`config.mk`:
```
export PLATFORM = sky130hd
export DESIGN_NAME = gpio_bus_bridge_flat
export DESIGN_NICKNAME = d
export VERILOG_FILES = /design/src/rtl/gpio_bridge_pkg.sv /design/src/rtl/gpio_bus_bridge_if.sv /design/src/rtl/gpio_byte_merge.sv /design/src/rtl/gpio_bus_bridge.sv /design/src/flat_wrapper.sv
export SDC_FILE = /design/constraint.sdc
export NUM_CORES = 1
export LEC_CHECK = 0
export CAP_MARGIN = 5
export CORE_ASPECT_RATIO = 0.8
export CORE_MARGIN = 8
export CORE_UTILIZATION = 46
export DETAILED_ROUTE_END_ITERATION = 8
export PLACE_DENSITY = 0.85
export SYNTH_ARGS = -nofsm -noshare
export SYNTH_HDL_FRONTEND = slang
export SYNTH_SLANG_ARGS = --single-unit
```
`constraint.sdc`:
```
create_clock -name clk -period 5.4 [get_ports clk]
set_clock_uncertainty 0.05 [all_clocks]
set_input_delay 1.08 -clock clk [delete_from_list [all_inputs] [get_ports clk]]
set_output_delay 1.08 -clock clk [all_outputs]
set_load 0.01 [all_outputs]
```
`src/rtl/gpio_bridge_pkg.sv`:
```
// Shared types and constants for the CPU-to-GPIO register bridge.
package gpio_bridge_pkg;

    typedef enum logic [1:0] {
        IDLE  = 2'd0,
        READ  = 2'd1,
        WRITE = 2'd2,
        RESP  = 2'd3
    } state_e;

    localparam logic [31:0] GPIO_BASE_ADDR = 32'h2000_0000;
    localparam logic [31:0] GPIO_ADDR_MASK = 32'hFFFF_FFF0;

    localparam logic [3:0] WSTRB_NONE = 4'h0;
    localparam logic [3:0] WSTRB_FULL = 4'hF;

    localparam int NUM_LANES = 4;
    localparam int VEC_W     = 8;

endpackage

```
`src/rtl/gpio_bus_bridge_if.sv`:
```
// CPU memory-mapped request/response bus (valid/ready, byte strobes).
interface gpio_bus_bridge_if;
    logic        mem_valid;
    logic [31:0] mem_addr;
    logic [31:0] mem_wdata;
    logic [3:0]  mem_wstrb;
    logic        mem_ready;
    logic [31:0] mem_rdata;

    modport master (
        output mem_valid, mem_addr, mem_wdata, mem_wstrb,
        input  mem_ready, mem_rdata
    );

    modport slave (
        input  mem_valid, mem_addr, mem_wdata, mem_wstrb,
        output mem_ready, mem_rdata
    );
endinterface

```
`src/rtl/gpio_byte_merge.sv`:
```
// Per-byte mux: lanes with a strobe take the new word, the rest keep the old word.
module gpio_byte_merge #(
    parameter int NUM_LANES = 4,
    parameter int VEC_W     = 8
) (
    input  logic [NUM_LANES-1:0][VEC_W-1:0] old_word,
    input  logic [NUM_LANES-1:0][VEC_W-1:0] new_word,
    input  logic [NUM_LANES-1:0]            wstrb,
    output logic [NUM_LANES-1:0][VEC_W-1:0] merged
);

    for (genvar i = 0; i < NUM_LANES; i++) begin : g_lane
        assign merged[i] = wstrb[i] ? new_word[i] : old_word[i];
    end

endmodule

```
`src/rtl/gpio_bus_bridge.sv`:
```
// Bridges byte-strobed CPU accesses onto full-word GPIO register strobes,
// turning partial writes into a read-modify-write.
module gpio_bus_bridge
    import gpio_bridge_pkg::*;
#(
    parameter logic [31:0] BASE_ADDR = GPIO_BASE_ADDR,
    parameter logic [31:0] ADDR_MASK = GPIO_ADDR_MASK
) (
    input  logic                clk,
    input  logic                resetn,
    gpio_bus_bridge_if.slave    mem,
    output logic                gpio_write_en,
    output logic                gpio_read_en,
    output logic [31:0]         gpio_wdata,
    input  logic [31:0]         gpio_rdata
);

    state_e      state_q, state_d;
    logic [31:0] wdata_q;
    logic [3:0]  wstrb_q;
    logic        rmw_q;
    logic        is_rd_q;
    logic        hit;
    logic        accept;
    logic [31:0] merged;
    logic [31:0] wdata_d;

    assign hit    = mem.mem_valid && ((mem.mem_addr & ADDR_MASK) == (BASE_ADDR & ADDR_MASK));
    assign accept = (state_q == IDLE) && hit;

    // Old bytes come straight from the read issued in the READ cycle.
    gpio_byte_merge #(
        .NUM_LANES (NUM_LANES),
        .VEC_W     (VEC_W)
    ) u_merge (
        .old_word (gpio_rdata),
        .new_word (wdata_q),
        .wstrb    (wstrb_q),
        .merged   (merged)
    );

    always_comb begin
        state_d = state_q;
        wdata_d = merged;
        case (state_q)
            IDLE: begin
                wdata_d = mem.mem_wdata;
                if (hit) begin
                    state_d = (mem.mem_wstrb == WSTRB_FULL) ? WRITE : READ;
                end
            end
            READ:    state_d = rmw_q ? WRITE : RESP;
            WRITE:   state_d = RESP;
            RESP:    state_d = IDLE;
            default: state_d = IDLE;
        endcase
    end

    // Every output is registered off the next state, so each strobe is high
    // exactly during the cycle its state is occupied.
    always_ff @(posedge clk) begin
        if (!resetn) begin
            state_q       <= IDLE;
            wdata_q       <= '0;
            wstrb_q       <= '0;
            rmw_q         <= 1'b0;
            is_rd_q       <= 1'b0;
            gpio_read_en  <= 1'b0;
            gpio_write_en <= 1'b0;
            gpio_wdata    <= '0;
            mem.mem_ready <= 1'b0;
            mem.mem_rdata <= '0;
        end else begin
            state_q       <= state_d;
            gpio_read_en  <= (state_d == READ);
            gpio_write_en <= (state_d == WRITE);
            gpio_wdata    <= (state_d == WRITE) ? wdata_d : 32'h0;
            mem.mem_ready <= (state_d == RESP);
            mem.mem_rdata <= (state_d == RESP && state_q == READ && is_rd_q) ? gpio_rdata : 32'h0;
            if (accept) begin
                wdata_q <= mem.mem_wdata;
                wstrb_q <= mem.mem_wstrb;
                is_rd_q <= (mem.mem_wstrb == WSTRB_NONE);
                rmw_q   <= (mem.mem_wstrb != WSTRB_NONE) && (mem.mem_wstrb != WSTRB_FULL);
            end
        end
    end

endmodule
```
`src/flat_wrapper.sv`:
```
// flat-port wrapper written by rule: the top's interface ports become plain ports
module gpio_bus_bridge_flat import gpio_bridge_pkg::*;
#(
    parameter logic [31:0] BASE_ADDR = GPIO_BASE_ADDR,
    parameter logic [31:0] ADDR_MASK = GPIO_ADDR_MASK
)
  (clk, resetn, gpio_write_en, gpio_read_en, gpio_wdata, gpio_rdata, mem_mem_valid, mem_mem_addr, mem_mem_wdata, mem_mem_wstrb, mem_mem_ready, mem_mem_rdata);
  gpio_bus_bridge_if mem_i ();
  input  logic clk;
  input  logic resetn;
  output logic gpio_write_en;
  output logic gpio_read_en;
  output logic [31:0] gpio_wdata;
  input  logic [31:0] gpio_rdata;
  input wire logic [$bits(mem_i.mem_valid)-1:0] mem_mem_valid;
  input wire logic [$bits(mem_i.mem_addr)-1:0] mem_mem_addr;
  input wire logic [$bits(mem_i.mem_wdata)-1:0] mem_mem_wdata;
  input wire logic [$bits(mem_i.mem_wstrb)-1:0] mem_mem_wstrb;
  output wire logic [$bits(mem_i.mem_ready)-1:0] mem_mem_ready;
  output wire logic [$bits(mem_i.mem_rdata)-1:0] mem_mem_rdata;
  assign mem_i.mem_valid = mem_mem_valid;
  assign mem_i.mem_addr = mem_mem_addr;
  assign mem_i.mem_wdata = mem_mem_wdata;
  assign mem_i.mem_wstrb = mem_mem_wstrb;
  assign mem_mem_ready = mem_i.mem_ready;
  assign mem_mem_rdata = mem_i.mem_rdata;
  gpio_bus_bridge #(.BASE_ADDR(BASE_ADDR), .ADDR_MASK(ADDR_MASK)) u_core (.clk(clk), .resetn(resetn), .mem(mem_i), .gpio_write_en(gpio_write_en), .gpio_read_en(gpio_read_en), .gpio_wdata(gpio_wdata), .gpio_rdata(gpio_rdata));
endmodule
```
# Word-level counts from Yosys, hierarchy flattened
# Cells that the tools add are included.
# word_totals
ff_bits,107
output_inout_bits,67
# classes
eq_ne,9
n_mux,9
n_reduce_logical,10
# op_table
op,n
two-way mux 32 bit,1
two-way mux 8 bit,4
"== test 28 x 26 -> 1 bit, second input constant",1
"== test 2 bit, second input constant",4
case mux 2 bit (4 select lines),1
logical AND 1 bit,5
"== test 2 x 1 -> 1 bit, second input constant",2
"== test 4 bit, second input constant",1
zero test 4 bit,1
two-way mux 2 bit,2
"inequality test 4 bit, second input constant",1
AND reduction 2 bit,2
nonzero test 4 bit,1
zero test 2 bit,1
two-way mux 1 bit,1

# Depth between registers and ports, before layout
# Gate-level depths: netlist of the first run.
# depth
word_depth,8
depth_mapped,9
mapped_depth_nobuf,7

# Cells and area by module
# A second synthesis of the first run with hierarchy kept.
# hier_totals
cells_unflattened,427
area_unflattened_um2,4958.5
# by_module_without_submodules
module,instances,cells_each,area_each_um2,seq_area_each_um2
gpio_bus_bridge,1,391,4433.0,2142.1
gpio_byte_merge,1,36,525.5,0.0

# Least setup slack after synthesis of the first run
# No wires, ideal clock.
# synth_path
path_type,input port to flip-flop
from,input mem_mem_addr[24]
to,register u_core.gpio_wdata[21]
setup_time_ps,122
arrival_ps,2459
t_required_ps,5228
slack_ps,2770
path_stages,6
n_path_buf,1
cell_sequence,nor4_1 > nand4_2 > or4_4 > nand3b_4 > buf_6 > a21oi_1
# synth_via
elab_chain_len,6
# synth_lines
element,line,rtl
start: declaration,flat_wrapper.sv:16,input wire logic [$bits(mem_i.mem_addr)-1:0] mem_mem_addr;
== test 28 x 26 -> 1 bit,gpio_bus_bridge.sv:28,assign hit = mem.mem_valid && ((mem.mem_addr & ADDR_MASK) == (BASE_ADDR & ADDR_MASK));
logical AND 1 bit,gpio_bus_bridge.sv:28,
two-way mux 2 bit,gpio_bus_bridge.sv:48,if (hit) begin
case mux 2 bit (4 select lines),gpio_bus_bridge.sv:45,case (state_q)
== test 2 bit,gpio_bus_bridge.sv:77,gpio_wdata <= (state_d == WRITE) ? wdata_d : 32'h0;
AND reduction 2 bit (no line),n/a,
end signal: assignment,gpio_bus_bridge.sv:77,
end: declaration,gpio_bus_bridge.sv:14,"output logic [31:0] gpio_wdata,"
# No other way between the ends.
# A chain may end at the register's enable or synchronous reset.

# Worst setup path in the final report of the first run
# layout_path
from,input mem_mem_addr[19]
to,register u_core.gpio_wdata[5]
# Same word-level chain as after synthesis.

==> results of run 1 <==
## critical path, cell delays in order
cell	delay [ps]
clkdlybuf4s50_1	410
nor4_1	360
nand4_2	310
nor3_4	1100
o21ai_0	280
a21oi_1	220
## power by group
part	internal, W	switching [W]
Clock	0.000311	0.000282
Sequential	0.000873	0.0000250
Combinational	0.000282	0.000312
Total	0.00147	0.000619
## state kept, by name (all words and copies together) (netlist names)
register and count:
u_core.gpio_write_en 1, u_core.is_rd_q 1, u_core.gpio_wdata 32, u_core.rmw_q 1
u_core.mem.mem_rdata 32, u_core.wstrb_q 4, u_core.gpio_read_en 1, u_core.state_q 2
u_core.mem.mem_ready 1, u_core.wdata_q 32
## metal layers
layer	GRT usage (%)	vias up
li1	-	1724
met1	20.9	1672
met2	34.8	125
met3	8.13	10
met4	5.70	0
met5	0	-
## synth_stat cells
cell type	number
o211a_1	1
inv_2	1
nand2_1	36
buf_6	5
nor4b_2	1
nand3b_4	1
nor4_1	4
mux2i_1	38
o211ai_1	1
clkbuf_2	1
o2111ai_1	1
and4_1	1
nor4_2	4
dfxtp_1	107
ha_1	3
nand4_2	2
a21oi_1	33
o21ai_0	34
buf_4	1
nor2_1	44
buf_2	2
o21a_1	2
or4_4	1
a31oi_1	1
nor3b_1	1
and2_1	32
mux2_2	32
inv_1	5
clkbuf_1	19
nand4_1	2
nor3_2	2
## metrics by stage
step / std cells / hold WS, ps / worst slack (ps) / util [%]
after floorplan: 418 / 404 / 2770 / -
after global placement: 674 / 416 / 1720 / 65.7
after detailed placement: 674 / 430 / 1620 / 65.7
after CTS: 689 / 446 / 1890 / 68.7
after global routing: 689 / 468 / 1700 / 68.7
final: 689 / 442 / 1830 / 68.7
## path summary, 6_finish.rpt
check	start	to	slack [ps]	depth (start not counted)
max	mem_mem_addr[19]	u_core.gpio_wdata[5]$_SDFF_PN0_	1830	6
min reg2reg	u_core.wdata_q[9]$_SDFFE_PN0P_	u_core.wdata_q[9]$_SDFFE_PN0P_	440	2
min	u_core.wdata_q[9]$_SDFFE_PN0P_	u_core.wdata_q[9]$_SDFFE_PN0P_	440	2
max reg2reg	u_core.state_q[0]$_SDFF_PN0_	u_core.gpio_wdata[5]$_SDFF_PN0_	2820	6
## area by class of cell
cell class	count	area share, %
clock buffers	11	3.80
well taps	115	2.35
inverters	6	0.368
repair buffers	169	27.5
clock inverters	4	0.470
flip-flops and latches	107	35.0
multi-input cells	277	30.6
## logic make-up after synthesis
logic type | after synthesis | synth area share, %
AO/OA/AOI/OAI | 73 | 9.18
adder cells (fa/ha/maj) | 3 | 0.900
buffers and inverters | 34 | 4.14
flip-flops | 107 | 51.3
AND/OR/NAND/NOR | 131 | 16.7
multiplexers | 70 | 17.8
==> metrics.md, run 1 <==
| Metric | Value |
|---|---|
| Status | `finished clean` |
| Clock buffer count from CTS | `9` |
| Die Height | `101 µm` |
| Worst slew margin | `between 10% and 20%` |
| Met2 wire len | `6.00 mm` |
| Gr usage total | `19.6%` |
| H-tree lvl count | `3` |
| PwrDens | `between 300 and 400 mW/mm²` |
| CP required | `5600 ps` |
| Detailed placement HPWL | `8.53 mm` |
| Top cell type's share of synthesized area | `51.3%` |
| FP Rows | `31` |
| Multi-input logic area | `~0.0019 mm²` |
| Antenna viol nets, final | `0` |
| Register area | `around 0.0021 mm²` |
| Tightest Pin Transition | `1290 ps` |
| Setup violators final | `0` |
| Hold Crit Class | `reg -> reg` |
| Fmax | `280 MHz` |
| WL final | `12.1 mm` |
| CTS tree | `built` |
| Clock network latency to the later pin of the worst-skew pair | `340 ps` |
| Maxcap violations | `0` |
| Vias per cell | `between 5 and 6` |
| Wl on met1 | `4.82 mm` |
| Fraction of layout cells with a size suffix above 1 | `10.8%` |
| Syn nets | `524` |
| Area added between synthesis and finish | `46.8%` |
| Final hold viol count | `0` |
| Vias | `3531` |
| CP endpoint kind | `register` |
| Yosys top cell by area | `dfxtp_1` |
| Synth area leaders | `dfxtp_1 (51%), mux2i_1 (9.1%), mux2_2 (8.6%)` |
| Most frequent cells in the layout | `clkdlybuf4s50_1 (165), dfxtp_1 (107), nor2_1 (44)` |
| CTS Hold Bufs | `0` |
| CP Launch Type | `primary input` |
| RSZ-0062 raised after global routing | `no` |
| Full die area | `0.0124 mm²` |
| Min Tclk post-route | `between 3000 and 4000 ps` |
| Crit path DAT | `about 3800 ps` |
| IO Port Bufs | `165` |
| Initial antenna violation count | `0` |
| Largest net degree at the start of global routing | `40` |
| Top Layer Used | `met4` |
| Setup TNS | `0 ps` |
| Vias in the first global route | `3873` |
| Clk Tree Root Cell | `clkbuf_16` |
| CTS clock-pin slew for the worst setup and hold paths | `approximately 70 ps` |
| Ant diodes | `0` |
| Final RePlAce weighted congestion | `0.790` |
| WL met3 | `1.15 mm` |
| Die W | `122 µm` |
| Commonest non-fill, non-tap cell in the layout | `clkdlybuf4s50_1` |
| Post-CTS Setup Inserts | `0` |
| Final period util | `66.0%` |
| Yosys Warn Count | `0` |
| Starting density of the core | `46.8%` |
| CTS resizes | `0` |
| CTS Sinks | `107` |
| Ports | `170` |
| Critical path type | `in -> reg` |
| Grt ovf | `0` |
| Initial DRC Count | `201` |
| Count of final max-slew check failures | `0` |
| Max clock buf depth | `2` |
| Library cells used by synthesis | `31` |
| Synthesized area | `~0.0042 mm²` |
| FF+latch count, synth | `107` |
| Worst-path maximum fanout | `33` |
| Core area | `between 0.008 and 0.009 mm²` |
| Drt pass-1 iters | `4` |
| Sequential share of the synthesized area | `51.3%` |
| Filler cells | `between 700 and 800` |
| Synthesized area per cell | `9.98 µm²` |
| First-pass GRT wire length | `19.1 mm` |
| Post-layout instance area | `0.00612 mm²` |
| Tot Pwr | `0.00208 W` |
| P_leak | `2.20 nW` |
| Gate Count Post-Synth | `418` |
| Final #Nets | `~680` |
| DR WL/cell | `17.5 µm` |
| Area after DPL | `0.00586 mm²` |
| DRC | `0` |
| Max VDD drop | `0.240 mV` |
No activity file was read; power rests on OpenSTA's default activity.
==> inputs of run 2 (changes only) <==
CORE_UTILIZATION = 43   (was 46)
PLACE_DENSITY = 0.8   (was 0.85)
clock period = 3.4 ns   (was 5.4 ns; I/O delays follow)
==> run 2 against run 1 <==
Critical path depth is 1 higher. Combinational power increased by 60%. Largest power group unchanged. Worst hold slack improved by 3.8 ps. Critical path type unchanged. Clock-buffer cell count grew 2. Die area increased by 6.0%. Core utilization decreased by 3.8 points. First-iteration DRC count down 12%. Routed wire length decreased by 2.1%. Sequential power increased by 58%. Worst setup slack lost 1200 ps.
==> metrics.md, run 2 (synthesized netlist as in run 1, its figures left out) <==
| Metric | Value |
|---|---|
| FF-to-FF End | `u_core.mem.mem_rdata[8]$_SDFF_PN0_` |
| RSZ-0062 raised after global routing | `no` |
| Area added between synthesis and finish | `48.1%` |
| Final period util | `80.4%` |
| Final hold viol count | `0 (unchanged)` |
| Worst slew margin | `51.1% (+37 points)` |
| First-pass GRT wire length | `19.2 mm (+0.36%)` |
| Placed insts | `680 (+0.89%)` |
| Starting density of the core | `43.8% (-3.0 points)` |
| Ant diodes | `0 (unchanged)` |
| Die Height | `104 µm (+2.9%)` |
| Setup violators final | `0 (unchanged)` |
| CTS Hold Bufs | `0 (unchanged)` |
| Min-Delay Endpoint | `u_core.wdata_q[19]$_SDFFE_PN0P_` |
| Final #Nets | `678 (+0.30%)` |
| Fraction of layout cells with a size suffix above 1 | `11.3% (+0.46 points)` |
| WL final | `11.8 mm (-2.1%)` |
| PwrDens | `543 mW/mm² (+60%)` |
| Count of final max-slew check failures | `0 (unchanged)` |
| Largest net degree at the start of global routing | `40 (unchanged)` |
| Clock network latency to the later pin of the worst-skew pair | `330 ps (about the same)` |
| Post-CTS Setup Inserts | `0 (unchanged)` |
| CTS clock-pin slew for the worst setup and hold paths | `70 ps (about the same)` |
| Vias in the first global route | `3750 (-3.2%)` |
| FF-to-FF Start | `u_core.state_q[0]$_SDFF_PN0_` |
| H-tree lvl count | `3 (unchanged)` |
| HP Start | `u_core.wdata_q[19]$_SDFFE_PN0P_` |
| Core area | `0.00953 mm² (+6.8%)` |
| Post-layout instance area | `0.00618 mm² (+0.88%)` |
| Area after DPL | `0.00590 mm² (+0.55%)` |
| Clk Tree Root Cell | `clkbuf_16` |
| CP Launch Type | `primary input` |
| Gr usage total | `18.0% (-1.6 points)` |
| Most frequent cells in the layout | `clkdlybuf4s50_1 (165), dfxtp_1 (107), nor2_1 (44)` |
| Worst-path maximum fanout | `17 (-48%)` |
| Initial DRC Count | `176 (-12%)` |
| FP Rows | `32 (+3.2%)` |
| Slowest CP cell | `o211a_1` |
| Fmax | `366 MHz` |
| CP endpoint kind | `register` |
| Reg2Reg Depth | `8 (+2)` |
| Vias per cell | `5.08 (-0.78%)` |
| Critical path type | `in -> reg` |
| CTS Sinks | `107 (unchanged)` |
| Max clock buf depth | `2 (unchanged)` |
| Status | `finished clean` |
| CTS tree | `built` |
| IO Port Bufs | `165 (unchanged)` |
| Ports | `170 (unchanged)` |
| Number of cells on the worst hold path | `2 (unchanged)` |
| Max VDD drop | `0.418 mV (+74%)` |
| Antenna viol nets, final | `0 (unchanged)` |
| Drt pass-1 iters | `4 (unchanged)` |
| Final RePlAce weighted congestion | `0.762 (-3.6%)` |
| Min Tclk post-route | `about 2700 ps` |
| Detailed placement HPWL | `8.42 mm (-1.2%)` |
| DRC | `0 (unchanged)` |
| Finished Layout Cells | `696 (+1.0%)` |
| Setup TNS | `0 ps (unchanged)` |
| Vias | `3539 (+0.23%)` |
| Full die area | `0.0131 mm² (+6.0%)` |
| P_leak | `2.22 nW (+0.88%)` |
| Tightest Pin Transition | `733 ps (-552 ps)` |
| CTS resizes | `0 (unchanged)` |
| Hold Crit Class | `reg -> reg` |
| Biggest regs | `u_core.gpio_wdata x32, u_core.mem.mem_rdata x32, u_core.wdata_q x32` |
| Maxcap violations | `0 (unchanged)` |
| Die W | `126 µm (+3.0%)` |
| CP cell instances | `clkdlybuf4s50_1 -> nor4_1 -> nand4_2 -> o211a_1 -> buf_4 -> o21ai_0 -> a21oi_1` |
| CP required | `3540 ps (-2060 ps)` |
| Grt ovf | `0 (unchanged)` |
| Worst stage delay on the critical path | `510 ps (-590 ps)` |
| DR WL/cell | `17.0 µm (-3.1%)` |
| Crit path DAT | `2880 ps (-890 ps)` |
| Clock buffer count from CTS | `9 (unchanged)` |
| Initial antenna violation count | `0 (unchanged)` |
| Commonest non-fill, non-tap cell in the layout | `clkdlybuf4s50_1` |
| FF-to-FF setup slack | `780 ps (-2040 ps)` |
-- run 2: changes by cell type in the layout (fill, tap and decap cells not counted) --
cell,before,now
buf_12,0,1
buf_4,4,5
clkbuf_8,0,2
clkinv_2,1,0
clkinv_4,1,0
clkinvlp_4,2,3
-- run 2: cell type report --
class                   count  area [µm²]
clock buffers              13         260
multi-input cells         277        1870
well taps                 119         149
fillers                   772        3350
inverters                   6        22.5
clock inverters             3        22.5
flip-flops and latches    107        2140
repair buffers            171        1710
-- run 2: critical path: cells and delay by family --
family	cells	cell delay, ps
and+or+nand+nor	2	640
AOI/OAI and AO/OA	3	830
buffers and inverters	2	710
-- run 2: metrics by stage --
stage          power, W  hold slack, ps  setup slack (ps)  util [%]
6_report        0.00336             445               667      64.8
5_1_grt         0.00353             456               440      64.8
4_1_cts         0.00339             446               673      64.8
3_5_place_dp    0.00241             430               315      61.9
3_3_place_gp    0.00239             417               385      61.9
2_1_floorplan   0.00191             404              1170         -
-- run 2: routing by layer --
metal / part of all wire (%) / global-route usage (%) / up-vias / wire length (µm)
met1: 43 / 20.3 / 1672 / 5040
li1: - / - / 1732 / -
met3: 9.1 / 8.25 / 8 / 1070
met5: 0 / 0 / - / 0
met2: 48 / 30.7 / 127 / 5610
met4: 0.63 / 3.43 / 0 / 74
-- run 2: worst max-delay path by stage --
stage / start / end / slack (ps) / cells past startpoint
2_1_floorplan: mem_mem_addr[24] / u_core.gpio_wdata[21]$_SDFF_PN0_ / 1170 / 6
3_3_place_gp: mem_mem_addr[19] / u_core.gpio_wdata[19]$_SDFF_PN0_ / 380 / 7
3_5_place_dp: mem_mem_addr[8] / u_core.gpio_wdata[5]$_SDFF_PN0_ / 320 / 6
4_1_cts: mem_mem_addr[8] / u_core.gpio_wdata[16]$_SDFF_PN0_ / 670 / 7
5_1_grt: u_core.state_q[0]$_SDFF_PN0_ / u_core.mem.mem_rdata[8]$_SDFF_PN0_ / 440 / 8
6_report: mem_mem_addr[24] / u_core.gpio_wdata[16]$_SDFF_PN0_ / 670 / 7
-- run 2: power by group --
part	internal (W)	switching [W]	leakage, nW
clock network	0.000538	0.000441	0.128
registers	0.00139	0.0000369	0.865
logic	0.000458	0.000495	1.22
==> inputs of run 3 (changes only) <==
CORE_UTILIZATION = 39   (was 43)
PLACE_DENSITY = 0.77   (was 0.8)
clock period = 2.3 ns   (was 3.4 ns; I/O delays follow)
==> run 3 against run 2 <==
Sequential cell count did not move. Die area rose by 8.8%. Sequential share of layout area fell by 1.5 points. Critical path depth rose by 1. Worst hold slack got worse by 1.1 ps. Global-route usage fell by 0.26 points. Clock power rose by 68%. Via count rose by 1.7%. Register-to-register slack got worse by 430 ps. Power rose by 57%. Worst setup slack got worse by 530 ps. Cell count rose by 5.6%. Largest power group unchanged.
==> metrics.md, run 3 (synthesized netlist as in run 1, its figures left out) <==
| Metric | Value |
|---|---|
| H-tree lvl count | `3 (unchanged)` |
| FP Rows | `33 (+3.1%)` |
| Die W | `132 µm (+4.4%)` |
| Slowest CP cell | `clkdlybuf4s50_1` |
| Count of final max-slew check failures | `0 (unchanged)` |
| Clk Tree Root Cell | `clkbuf_16` |
| Biggest regs | `u_core.gpio_wdata x32, u_core.mem.mem_rdata x32, u_core.wdata_q x32` |
| Ant diodes | `0 (unchanged)` |
| Hold Crit Class | `reg -> reg` |
| CTS Sinks | `107 (unchanged)` |
| Tot Pwr | `0.00528 W (+57%)` |
| Vias in the first global route | `3941 (+5.1%)` |
| CTS tree | `built` |
| Clock buffer count from CTS | `9 (unchanged)` |
| Commonest non-fill, non-tap cell in the layout | `clkdlybuf4s50_1` |
| Setup violators final | `0 (unchanged)` |
| Grt ovf | `0 (unchanged)` |
| Worst-path maximum fanout | `19 (+2)` |
| Clock network latency to the later pin of the worst-skew pair | `340 ps (about the same)` |
| Vias per cell | `4.90 (-3.7%)` |
| CTS clock-pin slew for the worst setup and hold paths | `70 ps (about the same)` |
| Starting density of the core | `40.4% (-3.4 points)` |
| First-pass GRT wire length | `20.3 mm (+5.7%)` |
| Core area | `0.0103 mm² (+8.3%)` |
| Worst slew margin | `69.3% (+18 points)` |
| Full die area | `0.0143 mm² (+8.8%)` |
| Maxcap violations | `0 (unchanged)` |
| CP Launch Type | `primary input` |
| Critical path buffer and inverter count | `3 (+1)` |
| Gr usage total | `17.7% (-0.26 points)` |
| Tightest Pin Transition | `461 ps (-272 ps)` |
| CTS Hold Bufs | `0 (unchanged)` |
| CP endpoint kind | `register` |
| Status | `finished clean` |
| Fmax | `~460 MHz` |
| Die Height | `109 µm (+4.2%)` |
| IO Port Bufs | `165 (unchanged)` |
| DRC | `0 (unchanged)` |
| Initial DRC Count | `231 (+31%)` |
| Most frequent cells in the layout | `clkdlybuf4s50_1 (165), dfxtp_1 (107), nor2_1 (44)` |
| Crit path DAT | `2320 ps (-560 ps)` |
| Fraction of layout cells with a size suffix above 1 | `14.3% (+3.0 points)` |
| Vias | `3598 (+1.7%)` |
| Max VDD drop | `0.457 mV (+9.3%)` |
| Final RePlAce weighted congestion | `0.838 (+10%)` |
| Final hold viol count | `0 (unchanged)` |
| Largest net degree at the start of global routing | `40 (unchanged)` |
| PwrDens | `817 mW/mm² (+50%)` |
| Ports | `170 (unchanged)` |
| Critical path type | `in -> reg` |
| Antenna viol nets, final | `0 (unchanged)` |
| Min Tclk post-route | `2160 ps` |
| Final period util | `93.9%` |
| P_leak | `2.36 nW (+6.3%)` |
| Area added between synthesis and finish | `54.8%` |
| DR WL/cell | `17.3 µm (+1.9%)` |
| Worst stage delay on the critical path | `420 ps (-90 ps)` |
| Detailed placement HPWL | `9.19 mm (+9.1%)` |
| Final #Nets | `697 (+2.8%)` |
| Initial antenna violation count | `0 (unchanged)` |
| Drt pass-1 iters | `4 (unchanged)` |
| CP required | `2460 ps (-1080 ps)` |
| Fin util | `62.6% (-2.3 points)` |
| Max clock buf depth | `2 (unchanged)` |
| Crit-path leading delay family | `buffers and inverters` |
| CP cell instances | `clkdlybuf4s50_1 -> nor4b_2 -> nand4_2 -> buf_4 -> nor3_4 -> buf_12 -> mux2i_1 -> nor2_1` |
| WL final | `12.7 mm (+7.6%)` |
run 3: cell types whose count changed in the layout (fill, tap and decap cells not counted), sizes merged:
| cell | before | now |
|---|---|---|
| clkinv | 0 | 1 |
| clkbuf | 13 | 11 |
| inv | 6 | 7 |
| clkinvlp | 3 | 0 |
| buf | 6 | 25 |
| bufinv | 0 | 2 |
run 3: path summary, 6_finish.rpt:
check,from,endpoint,slack (ps),cells after the start
min reg2reg,u_core.wdata_q[6]$_SDFFE_PN0P_,u_core.wdata_q[6]$_SDFFE_PN0P_,440,2
min,u_core.wdata_q[6]$_SDFFE_PN0P_,u_core.wdata_q[6]$_SDFFE_PN0P_,440,2
max,mem_mem_addr[20],u_core.wdata_q[3]$_SDFFE_PN0P_,140,8
max reg2reg,u_core.state_q[0]$_SDFF_PN0_,u_core.mem.mem_rdata[25]$_SDFF_PN0_,350,9
run 3: layout make-up:
class,count,area (µm²)
Inverter,6,22.5
Timing Repair Buffer,190,1910
Sequential cell,107,2140
Tap cell,140,175
Fill cell,846,3860
Multi-Input combinational cell,277,1890
Clock inverter,4,73.8
Clock buffer,11,243
run 3: power breakdown:
| part | total [W] | switching (W) | internal [W] | leakage (nW) |
|---|---|---|---|---|
| Clock | 0.00164 | 0.000659 | 0.000980 | 0.156 |
| Sequential | 0.00211 | 0.0000576 | 0.00205 | 0.865 |
| Combinational | 0.00153 | 0.000777 | 0.000754 | 1.33 |
| Total | 0.00528 | 0.00149 | 0.00378 | 2.36 |
run 3: what timing repair did:
action	CTS	global route
setup endpoints to repair	0	26
gates resized for setup	0	9
setup buffers	0	1
run 3: routing by layer:
metal / GRT usage (%) / routed length (µm) / vias to the layer above / part of all wire (%)
met4: 5.40 / 140 / 0 / 1.1
met2: 29.8 / 5840 / 133 / 46
li1: - / - / 1767 / -
met1: 19.8 / 5450 / 1686 / 43
met3: 8.39 / 1270 / 12 / 10
met5: 0 / 0 / - / 0
run 3: tightest hold or removal path, delay by kind of cell, from the launching register on:
| family | cells | cell delay, ps |
|---|---|---|
| DFF | 1 | 330 |
| muxes | 1 | 60 |
| and+or+nand+nor | 1 | 70 |
run 3: per-stage QoR:
step,instance area [µm²],instances,setup slack (ps),hold slack [ps],setup TNS [ps]
after floorplan,4170,418,290,404,0
after CTS,6400,732,64.1,446,0
final,6460,735,140,444,0
after global placement,6080,717,-278,417,-17430
after detailed placement,6080,717,-295,429,-18590
after global routing,6460,735,-8.40,472,-16.0
